--- src/rtl/rca_slice_sequencer.sv ---
// rca_slice_sequencer: adds two WIDTH-bit operands one SLICE-bit chunk per clock
// on a shared external ripple-carry slice, LSB first, with valid/ready on both sides.
module rca_slice_sequencer #(
  parameter int WIDTH = 16,
  parameter int SLICE = 4
) (
  input  logic             clk,
  input  logic             rst_n,
  input  logic             start_valid,
  output logic             start_ready,
  input  logic [WIDTH-1:0] a_in,
  input  logic [WIDTH-1:0] b_in,
  input  logic             cin_in,
  output logic [SLICE-1:0] slice_a,
  output logic [SLICE-1:0] slice_b,
  output logic             slice_cin,
  input  logic [SLICE-1:0] slice_sum,
  input  logic             slice_cout,
  output logic             done_valid,
  input  logic             done_ready,
  output logic [WIDTH-1:0] sum_out,
  output logic             cout_out,
  output logic             busy
);
  localparam int NSLICE = WIDTH / SLICE;
  localparam int IW = NSLICE > 1 ? $clog2(NSLICE) : 1;

  typedef enum logic [1:0] {IDLE, RUN, DONE} state_t;

  state_t state_q, state_d;
  logic [IW-1:0] idx_q, idx_d;
  logic carry_q, carry_d, cout_q, cout_d;
  logic [NSLICE-1:0][SLICE-1:0] a_q, a_d, b_q, b_d, sum_q, sum_d;
  logic last;

  assign last = idx_q == IW'(NSLICE - 1);

  always_ff @(posedge clk or negedge rst_n) begin
    if (!rst_n) begin
      state_q <= IDLE;
      idx_q   <= '0;
      carry_q <= 1'b0;
      cout_q  <= 1'b0;
      a_q     <= '0;
      b_q     <= '0;
      sum_q   <= '0;
    end else begin
      state_q <= state_d;
      idx_q   <= idx_d;
      carry_q <= carry_d;
      cout_q  <= cout_d;
      a_q     <= a_d;
      b_q     <= b_d;
      sum_q   <= sum_d;
    end
  end

  // cout is captured separately so the result stays stable while carry_q is reused by the next op
  always_comb begin
    state_d = state_q;
    idx_d   = idx_q;
    carry_d = carry_q;
    cout_d  = cout_q;
    a_d     = a_q;
    b_d     = b_q;
    sum_d   = sum_q;
    if (state_q == IDLE && start_valid) begin
      state_d = RUN;
      a_d     = a_in;
      b_d     = b_in;
      carry_d = cin_in;
      idx_d   = '0;
    end else if (state_q == RUN) begin
      sum_d[idx_q] = slice_sum;
      carry_d      = slice_cout;
      idx_d        = last ? '0 : idx_q + IW'(1);
      if (last) begin
        state_d = DONE;
        cout_d  = slice_cout;
      end
    end else if (state_q == DONE && done_ready) begin
      state_d = IDLE;
    end
  end

  assign slice_a     = state_q == RUN ? a_q[idx_q] : '0;
  assign slice_b     = state_q == RUN ? b_q[idx_q] : '0;
  assign slice_cin   = state_q == RUN ? carry_q : 1'b0;
  assign start_ready = state_q == IDLE;
  assign done_valid  = state_q == DONE;
  assign busy        = state_q != IDLE;
  assign sum_out     = sum_q;
  assign cout_out    = cout_q;
endmodule

--- config.mk ---
export PLATFORM = sky130hd
export DESIGN_NAME = rca_slice_sequencer
export DESIGN_NICKNAME = d
export VERILOG_FILES = /design/src/rtl/rca_slice_sequencer.sv
export SDC_FILE = /design/constraint.sdc
export NUM_CORES = 1
export LEC_CHECK = 0
export CAP_MARGIN = 20
export CORE_MARGIN = 10
export CORE_UTILIZATION = 47
export CTS_BUF_LIST = sky130_fd_sc_hd__clkbuf_16
export CTS_CLUSTER_SIZE = 25
export DETAILED_ROUTE_END_ITERATION = 12
export HOLD_SLACK_MARGIN = 0.08
export PLACE_DENSITY = 0.79
export SYNTH_ARGS = -nofsm -noshare
export SYNTH_HDL_FRONTEND = slang
export SYNTH_SLANG_ARGS = --single-unit
--- constraint.sdc ---
create_clock -name clk -period 2.2 [get_ports clk]
set_input_delay 0.55 -clock clk [delete_from_list [all_inputs] [get_ports clk]]
set_output_delay 0.55 -clock clk [all_outputs]
set_load 0.05 [all_outputs]
Word-level counts from Yosys, hierarchy flattened
Cells that the tools add are included.
- register bits after elaboration: 54
- $add $sub $neg: 1
- $lt $le $gt $ge: 2
- eq/ne operators: 4
- bitwise operators: 1
- reductions and logical operators: 10
- mux-type cells: 19
- operators with widths (cell ; count):
    two-way mux 4 bit ; 5
    binary-select mux 4 bit (select 2 bit) ; 2
    bitwise mux 16 bit ; 1
    two-way mux 2 bit ; 7
    demux 4 bit (select 2 bit) ; 1
    equality test 2 bit (second input constant) ; 2
    AND reduction 2 bit ; 2
    nonzero test 2 bit ; 2
    logical AND 1 bit ; 3
    < comparator 2 x 3 -> 1 bit (second input constant) ; 1
    two-way mux 1 bit ; 3
    inequality test 3 bit (second input constant) ; 1
    AND reduction 3 bit ; 1
    nonzero test 3 bit ; 1
    adder 2 x 1 -> 2 bit (second input constant) ; 1
    equality test 2 x 1 -> 1 bit (second input constant) ; 1
    greater-or-equal comparator 2 x 1 -> 1 bit (second input constant) ; 1
    logical NOT 2 bit ; 1
    inverter 1 bit ; 1

Logic depth before layout (Yosys ltp)
Gate-level depths: netlist (run 1).
- word-level depth: 5
- mapped depth: 6
- mapped depth without buffers: 4

Least setup slack after synthesis (run 1)
No wires, ideal clock.
- path type: register -> output
- start: reg idx_q[0]
- end: out slice_a[0]
- setup slack: -106 ps
- arrival: 1756 ps
- cell stages (with the launch flop): 5
- required time: 1650 ps
- path buffers: 2
- path through: dfrtp_1 buf_2 buf_2 mux2i_1 o22ai_1
- longest elaborated chain between the ends: 3
- ends and longest elaborated chain (element ; RTL line ; RTL):
    start: declaration ; 31 ; logic [IW-1:0] idx_q, idx_d;
    start signal: assignment ; 49 ; idx_q <= idx_d;
    binary-select mux 4 bit (select 2 bit) ; 86 ; assign slice_a = state_q == RUN ? a_q[idx_q] : '0;
    two-way mux 4 bit (not written as such) ; 86 ;
    two-way mux 4 bit ; 86 ;
    end: declaration ; 14 ; output logic [SLICE-1:0] slice_a,
Every way passes these cells. The select of a mux whose other input is x is not followed.

Final worst setup path (run 1)
- start: reg state_q[1]
- end: out slice_b[0]
- longest elaborated chain between the ends: 2
- ends and longest elaborated chain (element ; RTL line ; RTL):
    start: declaration ; 30 ; state_t state_q, state_d;
    start signal: assignment ; 48 ; state_q <= state_d;
    equality test 2 x 1 -> 1 bit ; 87 ; assign slice_b = state_q == RUN ? b_q[idx_q] : '0;
    two-way mux 4 bit ; 87 ;
    end: declaration ; 15 ; output logic [SLICE-1:0] slice_b,
Every way passes these cells.

==> out/results.txt, run 1 <==
Status -> completed
CTS Hold Bufs -> 0
Post-DP HPWL -> 4450 um
Internal -> 3297 uW
Most common cell after layout, fill and taps aside -> clkdlybuf4s50_1
Fin nets -> 294
Yosys top cell area share -> 0.5422
Max-Cap Viols -> 0
Clk pin slew, worst setup/hold paths -> 0.07 ns
Vias in the first global route -> 1876
Vias per cell -> 5.135
1st-pass router iterations -> 4
Crit end category -> primary output
Placed Instances -> 311
Die footprint -> 8616 um2
Max-slew violation count -> 0
GP Congestion -> 0.7806
Largest net degree at the start of global routing -> 32
Period utilization -> 0.9878
Area after DPL -> 3423 um2
Cell row count -> 26
Worst Setup Path Type -> reg2out
Period minus WS final -> 2.173 ns
Port bufs -> 70
Initial core utilization -> 0.4849
Initial antenna violation count -> 0
Die H -> 92.82 um
Later-pin clock latency in the skew report -> 0.28 ns
Met2 WL -> 2815 um
Top cells by area, synth -> dfrtp_1, mux2_4, mux2i_1
Pwr Density -> 1532 nW/um2
Mapped Area -> 2492 um2
Global route total overflow -> 0
Root buf cell -> clkbuf_16
Synthesized flop and latch total -> 54
Sw Ratio -> 0.3962
Clk sinks -> 54
NetSw -> 2163 uW
Final Instance Count excl. Fillers -> 318
Die width -> 92.82 um
Longest Clk Path Bufs -> 2
Synth area leader -> dfrtp_1
CTS tree -> done
Io pins -> 71
Area grow syn2layout -> 42.97%
Peak VDD IR -> 0.0007023 V
CTS Buf Count -> 5
Vias -> 1633
Crit path DAT -> 1.62 ns
Slew @ Worst Pin -> 0.6841 ns
RSZ-0062 raised after global routing -> true
Drt total wl -> 5820 um
Diode count -> 0
DR iter-0 viols -> 70
Mean post-synth cell area -> 14.84 um2
Number of remaining DRC errors -> 0
DRT met1 WL -> 2584 um
Top layer in use -> met4
CP Max Fanout -> 8
Unique masters post-synth -> 23
Synthesis Warnings -> 0
Combinational share of power -> 0.538
Final Hold Vio Count -> 0
First-pass GRT wire length -> 9508 um
Final Setup Violations -> 0
Hold WC Path Type -> in2async
Critical path startpoint category -> flop
Routed length on met3 -> 378 um
Max transition margin -> 0.5439
Final ANT Viol Nets -> 0
Most frequent cells in the layout -> clkdlybuf4s50_1, dfrtp_1, mux2_4
Pre-CTS setup slack -> 0.1881 ns
Cell area after layout -> 3563 um2
Setup ws final -> 0.02678 ns
Seq/Total Area, Yosys -> 0.5422
Clock Power Share -> 0.134
Post-Synthesis Cells -> 168
Proportion of layout cells with a drive suffix above 1 -> 0.3347
Worst Path Required -> 1.65 ns
CTS H-tree lvls -> 2
Leak -> 0.001568 uW
GRT Total Usage -> 0.1363
Syn nets -> 214
WL/cell -> 18.30 um
Clock skew after layout -> 0.004081 ns
Fmax -> 460.1 MHz
Seq pwr share -> 0.328
Core area -> 5140 um2
## final timing paths
check / from / to / cells past startpoint / slack (ns)
worst max register to register: state_q[1] / b_q[15] / 5 / 0.54
worst min register to register: cout_out / cout_out / 1 / 0.50
min in group clk: cout_out / cout_out / 1 / 0.50
worst min-delay path: rst_n / a_q[2] / 1 / 0.30
worst max-delay path: state_q[1] / slice_b[0] / 4 / 0.03
max in group asynchronous: rst_n / a_q[13] / 2 / 1.26
## final cells by class
type | instances | area [um2]
tap | 70 | 87.58
inverter | 5 | 18.77
clock buffer | 5 | 125.1
sequential | 54 | 1351
fill | 393 | 1577
timing repair buffer | 81 | 885.9
clock inverter | 2 | 7.507
multi-input combinational | 101 | 1087
## through the flow
| stage | TNS (ns) | hold slack, ns | utilization | power [uW] |
|---|---|---|---|---|
| global route | -0.1293 | 0.3622 | 0.6933 | 5747 |
| detailed placement | 0 | 0.4859 | 0.6660 | 4747 |
| global placement | 0 | 0.4724 | 0.6660 | 4659 |
| CTS | 0 | 0.3260 | 0.6933 | 5510 |
| floorplan | -0.4138 | 0.2544 | - | 3688 |
| finish | 0 | 0.3036 | 0.6933 | 5459 |
## worst max-delay path: stages, from the launching register on
cell	delay (ns)
dfrtp_1	0.40
nor2b_2	0.21
nand2_2	0.21
o22ai_1	0.33
buf_12	0.18
## repair_timing
action,4_1_cts,5_1_grt
buffers inserted,0,0
endpoints found under the setup margin,8,4
resized for setup,3,0
## power groups by stage
stage | registers (uW) | clock network, uW | logic [uW]
after global placement | 1770 | 0 | 2890
after global routing | 1860 | 780 | 3100
after detailed placement | 1790 | 0 | 2950
final | 1790 | 730 | 2940
after floorplan | 2290 | 0 | 1400
after CTS | 1800 | 737 | 2970
## layer usage
metal | GRT usage | vias up
li1 | - | 757
met2 | 0.2296 | 51
met4 | 0.02699 | 0
met1 | 0.1612 | 820
met5 | 0 | -
met3 | 0.05327 | 5
## synthesized netlist by cell type
master and number:
inv_1 5, o22ai_1 8, and2_1 1, o41ai_1 1
nor2_1 2, mux2_2 14, buf_2 3, ha_1 4
nor2b_1 2, buf_4 1, buf_6 4, o21a_1 1
and2_4 1, mux2i_1 16, nand2_1 8, a22oi_1 1
o21ai_0 4, nand2_2 1, nor2_2 1, a32oi_1 1
mux2_1 5, mux2_4 30, dfrtp_1 54
## logic make-up after synthesis
| kind of cell | count (synthesis) | share of synthesized area |
|---|---|---|
| AND/OR/NAND/NOR | 16 | 0.03113 |
| AO/OA/AOI/OAI | 16 | 0.04117 |
| buffers and inverters | 13 | 0.03464 |
| multiplexers | 65 | 0.3308 |
| adder cells (fa/ha/maj) | 4 | 0.02008 |
| flip-flops | 54 | 0.5422 |
## flip-flops by register name, indices dropped and copies added (netlist names)
register / flops
sum_out: 16
a_q: 16
cout_out: 1
state_q: 2
b_q: 16
idx_q: 2
carry_q: 1
Power figures use the tool's default switching activity.
==> inputs of run 2 (changes only) <==
--- a/config.mk
+++ b/config.mk
@@ -8,11 +8,13 @@
 export CAP_MARGIN = 20
 export CORE_MARGIN = 10
 export CORE_UTILIZATION = 47
-export CTS_BUF_LIST = sky130_fd_sc_hd__clkbuf_16
+export CTS_BUF_LIST = sky130_fd_sc_hd__clkbuf_8 sky130_fd_sc_hd__clkbuf_16
 export CTS_CLUSTER_SIZE = 25
 export DETAILED_ROUTE_END_ITERATION = 12
 export HOLD_SLACK_MARGIN = 0.08
 export PLACE_DENSITY = 0.79
+export SKIP_CTS_REPAIR_TIMING = 1
 export SYNTH_ARGS = -nofsm -noshare
 export SYNTH_HDL_FRONTEND = slang
 export SYNTH_SLANG_ARGS = --single-unit
+export TNS_END_PERCENT = 100
==> out/results.txt, run 2 (same netlist as run 1, synthesis figures left out) <==
Most common cell after layout, fill and taps aside -> clkdlybuf4s50_1
CTS H-tree lvls -> 2 (unchanged)
Longest Clk Path Bufs -> 2 (unchanged)
Diode count -> 0 (unchanged)
Total Power -> 5302 uW (-2.9%)
Root buf cell -> clkbuf_8
Die H -> 92.82 um (unchanged)
Final Instance Count excl. Fillers -> 318 (unchanged)
Reg2Reg Depth -> 5 (unchanged)
Clock skew after layout -> 0.005424 ns (+0.001342 ns)
Io pins -> 71 (unchanged)
Later-pin clock latency in the skew report -> 0.30 ns (+0.02 ns)
1st-pass router iterations -> 4 (unchanged)
Critical path startpoint category -> flop
CP Launch Point -> state_q[1]
Pwr Density -> 1495 nW/um2 (-2.4%)
Pre-CTS setup slack -> 0.1881 ns (unchanged)
Crit path DAT -> 1.51 ns (-0.11 ns)
Crit end category -> primary output
Final hold slack -> 0.2823 ns (-0.02131 ns)
Clk pin slew, worst setup/hold paths -> 0.09 ns (+0.02 ns)
Vias -> 1636 (+0.18%)
CTS Buf Count -> 5 (unchanged)
Status -> completed
GP Congestion -> 0.7806 (unchanged)
Setup ws final -> 0.1430 ns (+0.1163 ns)
Max-Cap Viols -> 0 (unchanged)
Final Setup Violations -> 0 (unchanged)
Placed Instances -> 311 (unchanged)
Initial antenna violation count -> 0 (unchanged)
RR Startpoint -> state_q[1]
Slew @ Worst Pin -> 0.6858 ns (+0.001676 ns)
Largest net degree at the start of global routing -> 32 (unchanged)
RSZ-0062 raised after global routing -> false
Vias per cell -> 5.145 (+0.18%)
Final Util -> 0.6901 (-0.003164)
Fin nets -> 294 (unchanged)
Period minus WS final -> 2.057 ns (-0.1163 ns)
Leak -> 0.001569 uW (about the same)
Die footprint -> 8616 um2 (unchanged)
First-pass GRT wire length -> 9349 um (-1.7%)
Global route total overflow -> 0 (unchanged)
Max transition margin -> 0.5428 (-0.001117)
Period utilization -> 0.9350 (-0.05284)
Core area -> 5140 um2 (unchanged)
Peak VDD IR -> 0.0006983 V (-0.57%)
Number of remaining DRC errors -> 0 (unchanged)
Max-slew violation count -> 0 (unchanged)
Post-DP HPWL -> 4450 um (unchanged)
Initial core utilization -> 0.4849 (unchanged)
CTS tree -> done
Port bufs -> 70 (unchanged)
Fmax -> 486.2 MHz (+5.7%)
Area grow syn2layout -> 42.32%
Worst Path Required -> 1.65 ns (about the same)
Hold WC Path Type -> in2async
Die width -> 92.82 um (unchanged)
DR iter-0 viols -> 62 (-11%)
WL/cell -> 18.12 um (-1.0%)
Critical path endpoint -> slice_a[0]
Vias in the first global route -> 1850 (-1.4%)
GRT Total Usage -> 0.1351 (-0.001176)
Final ANT Viol Nets -> 0 (unchanged)
Worst Setup Path Type -> reg2out
Drt total wl -> 5761 um (-1.0%)
Worst R2R Setup Slack -> 0.53 ns (about the same)
Most frequent cells in the layout -> clkdlybuf4s50_1, dfrtp_1, mux2_4
CP Max Fanout -> 8 (unchanged)
Clk sinks -> 54 (unchanged)
Final Hold Vio Count -> 0 (unchanged)
Cell row count -> 26 (unchanged)
Worst flop-to-flop path endpoint -> b_q[15]
Proportion of layout cells with a drive suffix above 1 -> 0.3508 (+0.01613)
-- run 2: worst min-delay path by stage --
stage / start / endpoint
after floorplan: rst_n / a_q[0]
after global placement: sum_out[12] / sum_out[12]
after detailed placement: sum_out[14] / sum_out[14]
after CTS: rst_n / a_q[8]
after global routing: rst_n / a_q[8]
final: rst_n / a_q[2]
-- run 2: per-layer routing --
| layer | share of wire | GRT usage | wire length [um] | up-vias |
|---|---|---|---|---|
| li1 | - | - | - | 754 |
| met4 | 0.0095 | 0.04370 | 55 | 0 |
| met3 | 0.070 | 0.05650 | 401 | 5 |
| met2 | 0.48 | 0.2161 | 2778 | 54 |
| met5 | 0 | 0 | 0 | - |
| met1 | 0.44 | 0.1607 | 2525 | 823 |
-- run 2: layout make-up --
class | instances | area (um2)
sequential | 54 | 1351
inverter | 5 | 18.77
clock inverter | 2 | 7.507
timing repair buffer | 81 | 885.9
clock buffer | 5 | 68.82
tap | 70 | 87.58
fill | 391 | 1593
multi-input combinational | 101 | 1127
-- run 2: through the flow --
| step | setup TNS [ns] | cell area, um2 |
|---|---|---|
| finish | 0 | 3547 |
| global route | 0 | 3547 |
| CTS | -0.9216 | 3500 |
| detailed placement | 0 | 3423 |
| global placement | 0 | 3423 |
| floorplan | -0.4138 | 2517 |
-- run 2: critical path: stages (launching register included) --
cell and delay, ns:
dfrtp_1 0.42, nor2b_4 0.21, nand2_4 0.15, o22ai_2 0.26, buf_12 0.17
-- run 2: power by group --
part | leakage (uW) | switching (uW) | internal, uW
sequential | 0.000644 | 305 | 1490
combinational | 0.000878 | 1570 | 1430
clock | 0.0000466 | 297 | 211
total | 0.00157 | 2180 | 3130
==> inputs of run 3 (changes only) <==
--- a/config.mk
+++ b/config.mk
@@ -5,7 +5,7 @@
 export SDC_FILE = /design/constraint.sdc
 export NUM_CORES = 1
 export LEC_CHECK = 0
-export CAP_MARGIN = 20
+export CAP_MARGIN = 40
 export CORE_MARGIN = 10
 export CORE_UTILIZATION = 47
 export CTS_BUF_LIST = sky130_fd_sc_hd__clkbuf_8 sky130_fd_sc_hd__clkbuf_16
@@ -14,6 +14,7 @@
 export HOLD_SLACK_MARGIN = 0.08
 export PLACE_DENSITY = 0.79
 export SKIP_CTS_REPAIR_TIMING = 1
+export SLEW_MARGIN = 10
 export SYNTH_ARGS = -nofsm -noshare
 export SYNTH_HDL_FRONTEND = slang
 export SYNTH_SLANG_ARGS = --single-unit
==> results of run 3 <==
The final DEF is identical to that of run 2; final timing and power are the same.
